`src/rtl/fetch_unit.sv`:
```
// fetch_unit: instruction-fetch stage. Owns the architectural PC, keeps at most
// one instruction-memory request in flight and hands each fetched word to
// decode through a valid/ready pair. Redirects flush the stage; a response that
// was already in flight at the time of a redirect is swallowed. Misaligned
// fetch targets park the stage in TRAP until the next redirect.
module fetch_unit #(
  parameter int              XLEN     = 32,
  parameter logic [XLEN-1:0] RESET_PC = 32'h0000_0000
) (
  input  logic            clk,
  input  logic            rst_n,
  input  logic [2:0]      pc_source,
  input  logic [XLEN-1:0] branch_target,
  input  logic [XLEN-1:0] jump_target,
  input  logic [XLEN-1:0] mtvec,
  input  logic [XLEN-1:0] mepc,
  input  logic            redirect,
  output logic            imem_req,
  output logic [XLEN-1:0] imem_addr,
  input  logic            imem_gnt,
  input  logic            imem_rvalid,
  input  logic [XLEN-1:0] imem_rdata,
  output logic            instr_valid,
  output logic [XLEN-1:0] instr,
  output logic [XLEN-1:0] instr_pc,
  input  logic            instr_ready,
  output logic            fetch_misalign
);

  // Encodings of the control stage's pc_source selector.
  localparam logic [2:0] PC_PLUS_4 = 3'd0;
  localparam logic [2:0] PC_BRANCH = 3'd1;
  localparam logic [2:0] PC_JUMP   = 3'd2;
  localparam logic [2:0] PC_MTVEC  = 3'd3;
  localparam logic [2:0] PC_MEPC   = 3'd4;

  localparam logic [XLEN-1:0] NOP_INSTR  = XLEN'(32'h0000_0013);
  localparam logic [XLEN-1:0] PC_STEP    = XLEN'(32'd4);
  localparam logic [XLEN-1:0] JUMP_MASK  = {{(XLEN-1){1'b1}}, 1'b0};
  localparam logic [XLEN-1:0] MTVEC_MASK = {{(XLEN-2){1'b1}}, 2'b00};

  typedef enum logic [1:0] {
    REQ  = 2'd0,  // request outstanding on the memory port
    WAIT = 2'd1,  // request accepted, waiting for read data
    HOLD = 2'd2,  // instruction presented to decode
    TRAP = 2'd3   // misaligned PC, no fetch until redirected
  } fetchState_t;

  fetchState_t     state_r;
  logic [XLEN-1:0] pc_r;
  logic            imemReq_r;
  logic            instrValid_r;
  logic [XLEN-1:0] instr_r;
  logic [XLEN-1:0] instrPc_r;
  logic            misalign_r;
  logic            drop_r;

  logic [XLEN-1:0] nextPc_s;
  logic            nextMis_s;
  logic            pcMis_s;
  logic            accepted_s;

  // Next-PC selection; unused encodings fall back to sequential fetch.
  always_comb begin
    nextPc_s = pc_r + PC_STEP;
    case (pc_source)
      PC_PLUS_4: nextPc_s = pc_r + PC_STEP;
      PC_BRANCH: nextPc_s = branch_target;
      PC_JUMP:   nextPc_s = jump_target & JUMP_MASK;
      PC_MTVEC:  nextPc_s = mtvec & MTVEC_MASK;
      PC_MEPC:   nextPc_s = mepc;
      default:   nextPc_s = pc_r + PC_STEP;
    endcase
  end

  assign nextMis_s  = (nextPc_s[1:0] != 2'b00);
  assign pcMis_s    = (pc_r[1:0] != 2'b00);
  // The request line is low for one cycle after reset, so a grant only counts
  // while the request is actually being driven.
  assign accepted_s = imemReq_r & imem_gnt;

  // Fetch sequencer: advances the FSM and owns every registered output.
  always_ff @(posedge clk) begin
    if (!rst_n) begin
      state_r      <= REQ;
      pc_r         <= RESET_PC;
      imemReq_r    <= 1'b0;
      instrValid_r <= 1'b0;
      instr_r      <= NOP_INSTR;
      instrPc_r    <= RESET_PC;
      misalign_r   <= 1'b0;
      drop_r       <= 1'b0;
    end else begin
      case (state_r)
        REQ: begin
          if (redirect) begin
            pc_r         <= nextPc_s;
            instrValid_r <= 1'b0;
            if (accepted_s) begin
              // The old address was accepted in this very cycle: its data
              // must still be collected, then thrown away.
              drop_r    <= 1'b1;
              state_r   <= WAIT;
              imemReq_r <= 1'b0;
            end else begin
              state_r    <= nextMis_s ? TRAP : REQ;
              imemReq_r  <= ~nextMis_s;
              misalign_r <= nextMis_s;
            end
          end else if (accepted_s) begin
            state_r   <= WAIT;
            imemReq_r <= 1'b0;
          end else begin
            imemReq_r <= 1'b1;
          end
        end
        WAIT: begin
          if (imem_rvalid) begin
            if (redirect) begin
              pc_r         <= nextPc_s;
              drop_r       <= 1'b0;
              instrValid_r <= 1'b0;
              state_r      <= nextMis_s ? TRAP : REQ;
              imemReq_r    <= ~nextMis_s;
              misalign_r   <= nextMis_s;
            end else if (drop_r) begin
              // Stale response from before a redirect; refetch at current pc.
              drop_r     <= 1'b0;
              state_r    <= pcMis_s ? TRAP : REQ;
              imemReq_r  <= ~pcMis_s;
              misalign_r <= pcMis_s;
            end else begin
              instr_r      <= imem_rdata;
              instrPc_r    <= pc_r;
              instrValid_r <= 1'b1;
              state_r      <= HOLD;
            end
          end else if (redirect) begin
            pc_r         <= nextPc_s;
            drop_r       <= 1'b1;
            instrValid_r <= 1'b0;
          end
        end
        HOLD: begin
          // A redirect and a consume both move on to next_pc; only the
          // redirect case means the held instruction was not executed.
          if (redirect || instr_ready) begin
            pc_r         <= nextPc_s;
            instrValid_r <= 1'b0;
            state_r      <= nextMis_s ? TRAP : REQ;
            imemReq_r    <= ~nextMis_s;
            misalign_r   <= nextMis_s;
          end
        end
        TRAP: begin
          if (redirect) begin
            pc_r       <= nextPc_s;
            state_r    <= nextMis_s ? TRAP : REQ;
            imemReq_r  <= ~nextMis_s;
            misalign_r <= nextMis_s;
          end
        end
        default: begin
          state_r      <= REQ;
          imemReq_r    <= 1'b0;
          instrValid_r <= 1'b0;
          misalign_r   <= 1'b0;
          drop_r       <= 1'b0;
        end
      endcase
    end
  end

  assign imem_req       = imemReq_r;
  assign imem_addr      = pc_r;
  assign instr_valid    = instrValid_r;
  assign instr          = instr_r;
  assign instr_pc       = instrPc_r;
  assign fetch_misalign = misalign_r;

endmodule

```
`config.mk`:
```
export PLATFORM = sky130hd
export DESIGN_NAME = fetch_unit
export DESIGN_NICKNAME = d
export VERILOG_FILES = /design/src/rtl/fetch_unit.sv
export SDC_FILE = /design/constraint.sdc
export NUM_CORES = 1
export LEC_CHECK = 0
export ABC_AREA = 1
export ABC_CLOCK_PERIOD_IN_PS = 2100
export CORE_ASPECT_RATIO = 0.5
export CORE_MARGIN = 2
export CORE_UTILIZATION = 25
export CTS_CLUSTER_SIZE = 40
export DETAILED_ROUTE_END_ITERATION = 10
export REMOVE_ABC_BUFFERS = 1
export SLEW_MARGIN = 20
export SYNTH_ARGS = -nofsm -noshare
export SYNTH_HDL_FRONTEND = slang
export SYNTH_SLANG_ARGS = --single-unit
```
`constraint.sdc`:
```
create_clock -name clk -period 2.1 [get_ports clk]
set_input_delay 0.315 -clock clk [delete_from_list [all_inputs] [get_ports clk]]
set_output_delay 0.315 -clock clk [all_outputs]
set_load 0.02 [all_outputs]
```
# Word level (Yosys, flattened, before mapping)
# Index checks and enable logic that the tools add are counted.
# word_totals
ff_bits	102
input_bits	169
out_inout_bits	99
word_cells	89
# classes
n_addsub	1
n_bitwise	5
reduce_logical	14
eq_ne	18
mux	43
# op_table
operator	n
case mux 32 bit (4 select lines)	1
two-way mux 32 bit	2
case mux 32 bit (2 select lines)	1
adder 32 x 3 -> 32 bit, second input constant	1
two-way mux 1 bit	24
two-way mux 2 bit	10
AND reduction 4 bit	4
inequality test 2 bit, second input constant	6
inequality test 3 bit, second input constant	3
case mux 1 bit (4 select lines)	2
case mux 2 bit (4 select lines)	1
== test 3 x 2 -> 1 bit, second input constant	2
AND reduction 6 bit	1
nonzero test 2 bit	3
== test 2 bit, second input constant	2
inequality test 4 bit, second input constant	1
NOT 1 bit	4
== test 3 x 1 -> 1 bit, second input constant	1
== test 3 bit, second input constant	1
case mux 1 bit (3 select lines)	1
AND reduction 3 bit	1
nonzero test 3 bit	1
OR reduction 3 bit	1
== test 2 x 1 -> 1 bit, second input constant	1
6 further kinds	6

# Depth between registers and ports, before layout
# Gate-level depths: netlist (run 1).
# logic_depth
depth_word	7
depth_mapped	11
depth_no_buf	11

# Least setup slack after synthesis (run 1)
# OpenSTA, ideal clock, no wires.
# synth_path
path_type	reg2reg
startpoint	register pc_r[2], in the netlist imem_addr[2]
endpoint	register pc_r[16], in the netlist imem_addr[16]
arrival_ps	1565
setup_slack_ps	460
setup_ps	74
required_ps	2026
period_less_slack_ps	1640
stages_incl_launch_ff	8
path_buffers	0
cell_sequence	dfxtp_1 ha_1 nand3_2 nor2_1 nand3_1 xnor2_1 nand2_1 a31oi_1
# synth_via
elab_chain_cells	4
elab_cells_between_ends	5
classes_between	add/sub (1); mux (4)
# synth_rtl
item	line	rtl
start: declaration	50	logic [XLEN-1:0] pc_r;
start signal: assignment	97	pc_r <= nextPc_s;
start signal: assignment	120	pc_r <= nextPc_s;
start signal: assignment	139	pc_r <= nextPc_s;
adder 32 x 3 -> 32 bit *	67, 72	
case mux 32 bit (4 select lines) *	66	case (pc_source)
two-way mux 32 bit (on tied branches)	-	
case mux 32 bit (2 select lines) *	94	case (state_r)
# Every way passes the cells marked *; elsewhere a longest branch is shown, timed or not. The select of a mux whose other input is x is not followed.
# A chain may end at the register's enable or synchronous reset.

# Worst setup path in the final report (run 1)
# layout_path
startpoint	register pc_r[13], in the netlist imem_addr[13]
endpoint	output port imem_addr[13]
# layout_lines
item	line	rtl
end: declaration	19	output logic [XLEN-1:0] imem_addr,
# No word-level cell between the ends.

==> flow_metrics.py, run 1 <==
metrics = {
    "floorplan": {
        "boundaryPins": 268,
        "die_w_microns": 215,
        "start_util_pct": 25.6,
        "rows": 38,
        "dieHeight_microns": 110,
        "fp.coreArea_sq_um": 21800,
        "die_area_sq_um": 23600,
    },
    "logic_synthesis": {
        "synthTopCellsByCount": "201 x nand2_1, 139 x nor2_1, 102 x dfxtp_1",
        "synth-seq-cells": 102,
        "synth_edf_count": 0,
        "async_flop_share_pct": 0,
        "seq_area_frac_synth_pct": 36.5,
        "ys_types": 38,
        "synth_top_cell_by_area": "dfxtp_1",
        "synth_top_area_share_pct": 36.5,
        "netlist_area_sq_um": 5590,
        "yosysMostFrequentCell": "nand2_1",
        "synth.avg_cell_area_sq_um": 6.70,
        "yosysWarnings": 0,
        "synth_area_leaders": "dfxtp_1 37%, nand2_1 13%, nor2_1 9.3%, o21ai_0 8.3%, a21oi_1 3.5%",
        "postSynthCellCount": 834,
        "synth_ff_type": "dfxtp_1",
    },
    "layout": {
        "syn2layout_area_growth_pct": 61.2,
        "diodes": 0,
        "final_nets": 1269,
        "drive_above_1_share_pct": 8.19,
        "fin_area_sq_um": 9010,
    },
    "cts": {
        "cts.path.max_buffers": 2,
        "cts_inserted_buffers": 9,
        "cts-root-buf": "clkbuf_16",
        "ctsHoldBuffers": 0,
        "cts.sinks": 102,
        "cts_max_level": 3,
        "clkLatencyLatePin_ns": 0.35,
        "path_clk_slew_ns": 0.08,
        "cts_tree": "yes",
        "cts.repair.resized": 0,
        "post_cts_buffers": 0,
    },
    "detailed_routing": {
        "wl_per_cell_microns": 15.4,
        "vias": 6410,
        "drt_wl_total_mm": 21.6,
        "drc": 0,
        "via_per_inst": 4.58,
        "drt_iter0_markers": 543,
        "drtAntennaViolNets": 0,
        "drt-pass1-iter-count": 5,
    },
    "power_and_ir_drop": {
        "comb_power_share_pct": 39.7,
        "ir_drop_v": 0.000456,
        "total_power_mw": 6.94,
        "power.switching_mw": 2.59,
        "p_sw_share_pct": 37.4,
        "cellLeakagePower_nw": 3.63,
        "clkPwrFrac_pct": 23.5,
        "p_int_mw": 4.35,
        "p_seq_share_pct": 36.8,
        "power.density_nw_per_um2": 770,
    },
    "sta": {
        "finalSetupTns_ns": 0,
        "hold_viol": 0,
        "timing.final.crit_share_pct": 90.9,
        "slew_headroom_pct": 67.0,
        "fmax_mhz": 524,
        "rsz0062_at_grt": "no",
        "finClkSkew_ns": 0.0140,
        "finalCriticalPeriod_ns": 1.91,
        "setup_viol": 0,
        "worst_pin_slew_ns": 0.491,
        "slew_viol_final": 0,
    },
    "setup_path": {
        "critical_path_buf_inv_count": 1,
        "slowest_stage": "clkdlybuf4s50_1",
        "cp-start-kind": "register",
        "criticalPathCategory": "register to output pin",
        "worstPathMaxFanout": 6,
        "end_kind": "output pin",
        "cp_cell_sequence": "clkdlybuf4s50_1",
        "worstPathArrival_ns": 1.59,
        "cp.required_ns": 1.78,
        "slowest_delay_ns": 0.72,
        "critical-path-top-delay-family": "buffers and inverters",
    },
    "global_route": {
        "grt_start_max_net_pins": 55,
        "grt_use_total_pct": 17.7,
        "grt_overflow_total": 0,
        "antenna_found_initial": 0,
        "grt_pass1_wl_mm": 33.3,
        "first_global_vias": 6112,
    },
    "placed_design": {
        "placed_area_sq_um": 8730,
        "hpwl_mm": 16.9,
        "gp_congestion": 0.883,
        "port_buffers": 264,
    },
    "flow_run": {
        "cap_violations": 0,
    },
    "outcome": {
        "status": "completed",
    },
    "worst_hold_path": {
        "hp-class": "input port to register",
    },
}
[final timing paths]
| kind | from | end | slack (ns) | cells past startpoint |
|---|---|---|---|---|
| worst max-delay path | imem_addr[13] | imem_addr[13] | 0.19 | 1 |
| worst min-delay path | rst_n | instr[1] | 0.42 | 3 |
| worst max register to register | imem_addr[3] | imem_addr[28] | 0.28 | 9 |
| worst min register to register | instr[0] | instr[0] | 0.46 | 2 |
[cells in the final DEF (no fill, tap or decap), types with 3 or more instances in the layout]
cell               n
nor2_1           139
o21ai_0           93
nor3_1             9
inv_2             10
nand3_2            3
buf_4             22
clkdlybuf4s50_1  263
xnor2_1            7
dfxtp_1          102
xor2_1            16
a31oi_1           12
inv_1             43
nor2_2             7
nor3_2             7
a221oi_1          13
nor2_4             4
a21oi_1           39
nand2_1          201
nand4_1           22
nand3_1           31
nand2_2            5
ha_1               6
clkbuf_16          9
buf_12             8
[flip-flops by register name, summed over array words and instances (netlist names)]
name	flops
instr_valid	1
instr_pc	32
imem_addr	32
instr	32
fetch_misalign	1
state_r	2
imem_req	1
drop_r	1
[metrics by stage]
| step | setup WS [ns] | cells | utilization [%] | hold slack, ns |
|---|---|---|---|---|
| 2_1_floorplan | -0.169 | 789 | - | 0.399 |
| 5_1_grt | 0.0617 | 1399 | 41.3 | 0.429 |
| 6_report | 0.191 | 1399 | 41.3 | 0.418 |
| 3_3_place_gp | -0.0222 | 1383 | 40.0 | 0.439 |
| 4_1_cts | 0.175 | 1399 | 41.3 | 0.411 |
| 3_5_place_dp | -0.0459 | 1383 | 40.0 | 0.448 |
[cell type report]
type / instances / area [sq um]
fillers: 2226 / 12800
multi-input cells: 633 / 3140
repair buffers: 294 / 2960
flip-flops and latches: 102 / 2040
well taps: 300 / 375
clock buffers: 10 / 229
inverters: 54 / 203
clock inverters: 6 / 53.8
[logic make-up (layout without fill, tap and decap cells)]
logic type / after synthesis / count (layout) / share of synthesized area [%]
XOR/XNOR: 23 / 23 / 3.60
flip-flops: 102 / 102 / 36.5
adder cells (fa/ha/maj): 6 / 6 / 1.34
buffers and inverters: 99 / 364 / 7.23
AND/OR/NAND/NOR: 436 / 436 / 34.4
AO/OA/AOI/OAI: 168 / 168 / 16.9
[layer usage]
| layer | up-vias | track usage, % | share of wire (%) |
|---|---|---|---|
| met5 | - | 0 | 0 |
| met1 | 2988 | 22.8 | 46 |
| met4 | 0 | 3.60 | 1.2 |
| met3 | 18 | 2.85 | 3.4 |
| li1 | 3273 | - | - |
| met2 | 131 | 31.7 | 50 |
[power by group through the flow]
stage,logic [mW],clock network [mW],registers [mW]
2_1_floorplan,1.04,0,2.88
3_3_place_gp,2.74,0,2.58
3_5_place_dp,2.77,0,2.59
4_1_cts,2.78,1.70,2.55
5_1_grt,3.01,1.77,2.60
6_report,2.75,1.63,2.55
Note: power is estimated with default switching activity, not from simulation.
==> run 2, diff against run 1 <==
Settings changed: CORE_ASPECT_RATIO 0.5 to 1.75, SLEW_MARGIN 20 to 10.
==> flow_metrics.py, run 2 (synthesis gave the netlist of run 1 again) <==
metrics = {
    "sta": {
        "worst_pin_slew_ns": 0.396,
        "finalSetupTns_ns": 0,
        "fmax_mhz": 533,
        "finClkSkew_ns": 0.0101,
        "rsz0062_at_grt": "no",
        "hold_viol": 0,
        "fin_hold_ws_ns": 0.410,
        "slew_headroom_pct": 73.6,
        "setup_viol": 0,
        "timing.final.crit_share_pct": 89.4,
        "finalCriticalPeriod_ns": 1.88,
        "slew_viol_final": 0,
        "finalWorstSetupSlack_ns": 0.222,
    },
    "detailed_routing": {
        "drt_iter0_markers": 405,
        "wl_per_cell_microns": 15.8,
        "drc": 0,
        "vias": 6443,
        "via_per_inst": 4.63,
        "drt-pass1-iter-count": 4,
        "drtAntennaViolNets": 0,
        "drt_wl_total_mm": 22.0,
    },
    "flow_run": {
        "cap_violations": 0,
    },
    "setup_path": {
        "worstPathArrival_ns": 1.56,
        "criticalPathCategory": "register to output pin",
        "end_kind": "output pin",
        "slowest_stage": "clkdlybuf4s50_1",
        "path_depth": 1,
        "worstPathMaxFanout": 8,
        "slowest_delay_ns": 0.69,
        "cp_cell_sequence": "clkdlybuf4s50_1",
        "cp-start-kind": "register",
        "critical_path_buf_inv_count": 1,
        "cp.required_ns": 1.78,
        "reg2regPathDepth": 7,
        "critical-path-top-delay-family": "buffers and inverters",
    },
    "outcome": {
        "status": "completed",
    },
    "cts": {
        "cts.repair.resized": 0,
        "post_cts_buffers": 0,
        "cts.sinks": 102,
        "clkLatencyLatePin_ns": 0.35,
        "cts_inserted_buffers": 9,
        "cts_tree": "yes",
        "path_clk_slew_ns": 0.07,
        "cts.path.max_buffers": 2,
        "ctsHoldBuffers": 0,
        "cts-root-buf": "clkbuf_16",
        "cts_max_level": 3,
    },
    "floorplan": {
        "start_util_pct": 25.3,
        "dieHeight_microns": 202,
        "die_w_microns": 117,
        "rows": 72,
        "fp.coreArea_sq_um": 22100,
        "boundaryPins": 268,
        "die_area_sq_um": 23600,
    },
    "placed_design": {
        "port_buffers": 264,
        "hpwl_mm": 17.2,
        "post-place-ws_ns": -0.0186,
        "gp_congestion": 0.904,
        "placed_area_sq_um": 8770,
    },
    "global_route": {
        "first_global_vias": 6264,
        "grt_use_total_pct": 18.3,
        "antenna_found_initial": 0,
        "grt_start_max_net_pins": 51,
        "grt_overflow_total": 0,
        "grt_pass1_wl_mm": 33.1,
    },
    "layout": {
        "multi_input_area_sq_um": 3140,
        "final_nets": 1267,
        "ff_latch_area_sq_um": 2040,
        "final_cell_mix": "263 x clkdlybuf4s50_1, 201 x nand2_1, 139 x nor2_1, 102 x dfxtp_1, 93 x o21ai_0",
        "final_common_cell": "clkdlybuf4s50_1",
        "diodes": 0,
        "drive_above_1_share_pct": 8.11,
        "fin_area_sq_um": 9060,
        "fillers": 2278,
        "syn2layout_area_growth_pct": 62.1,
    },
    "worst_hold_path": {
        "hp-class": "input port to register",
        "hold_depth": 3,
    },
    "power_and_ir_drop": {
        "cellLeakagePower_nw": 3.64,
        "ir_drop_v": 0.000509,
        "power.density_nw_per_um2": 774,
    },
}
## run 2: through the flow
step	instances	util (%)	total power [mW]
2_1_floorplan	789	-	3.92
3_3_place_gp	1377	39.7	5.37
3_5_place_dp	1377	39.7	5.40
4_1_cts	1393	41.1	7.10
5_1_grt	1393	41.1	7.44
6_report	1393	41.1	7.01
## run 2: final cells by class
type | count | share of cell area (%)
Multi-Input combinational cell | 633 | 34.7
Timing Repair Buffer | 292 | 33.2
Sequential cell | 102 | 22.5
Tap cell | 296 | 4.09
Clock buffer | 12 | 2.94
Inverter | 54 | 2.24
Clock inverter | 4 | 0.304
## run 2: final timing paths
check | start | end | slack [ns]
hold reg to reg | instr[4] | instr[4] | 0.46
setup / recovery | imem_addr[24] | imem_addr[24] | 0.22
setup reg to reg | imem_addr[3] | imem_addr[16] | 0.33
hold / removal | rst_n | instr[31] | 0.41
## run 2: report_power, final
| part | leakage (nW) | internal (mW) | switching, mW |
|---|---|---|---|
| combinational | 2.66 | 1.29 | 1.50 |
| clock | 0.149 | 0.905 | 0.760 |
| sequential | 0.833 | 2.25 | 0.305 |
## run 2: routing by layer
metal	share of wire [%]	track usage [%]	vias up
met5	0	0	-
met4	2.3	6.05	0
met3	5.1	2.79	28
met2	56	35.7	184
met1	37	19.2	2962
li1	-	-	3269
==> run 3, diff against run 2 <==
Settings changed: CAP_MARGIN set to 30.
==> results of run 3 <==
Same layout as run 2: the final DEF is identical, and so are final timing and power.
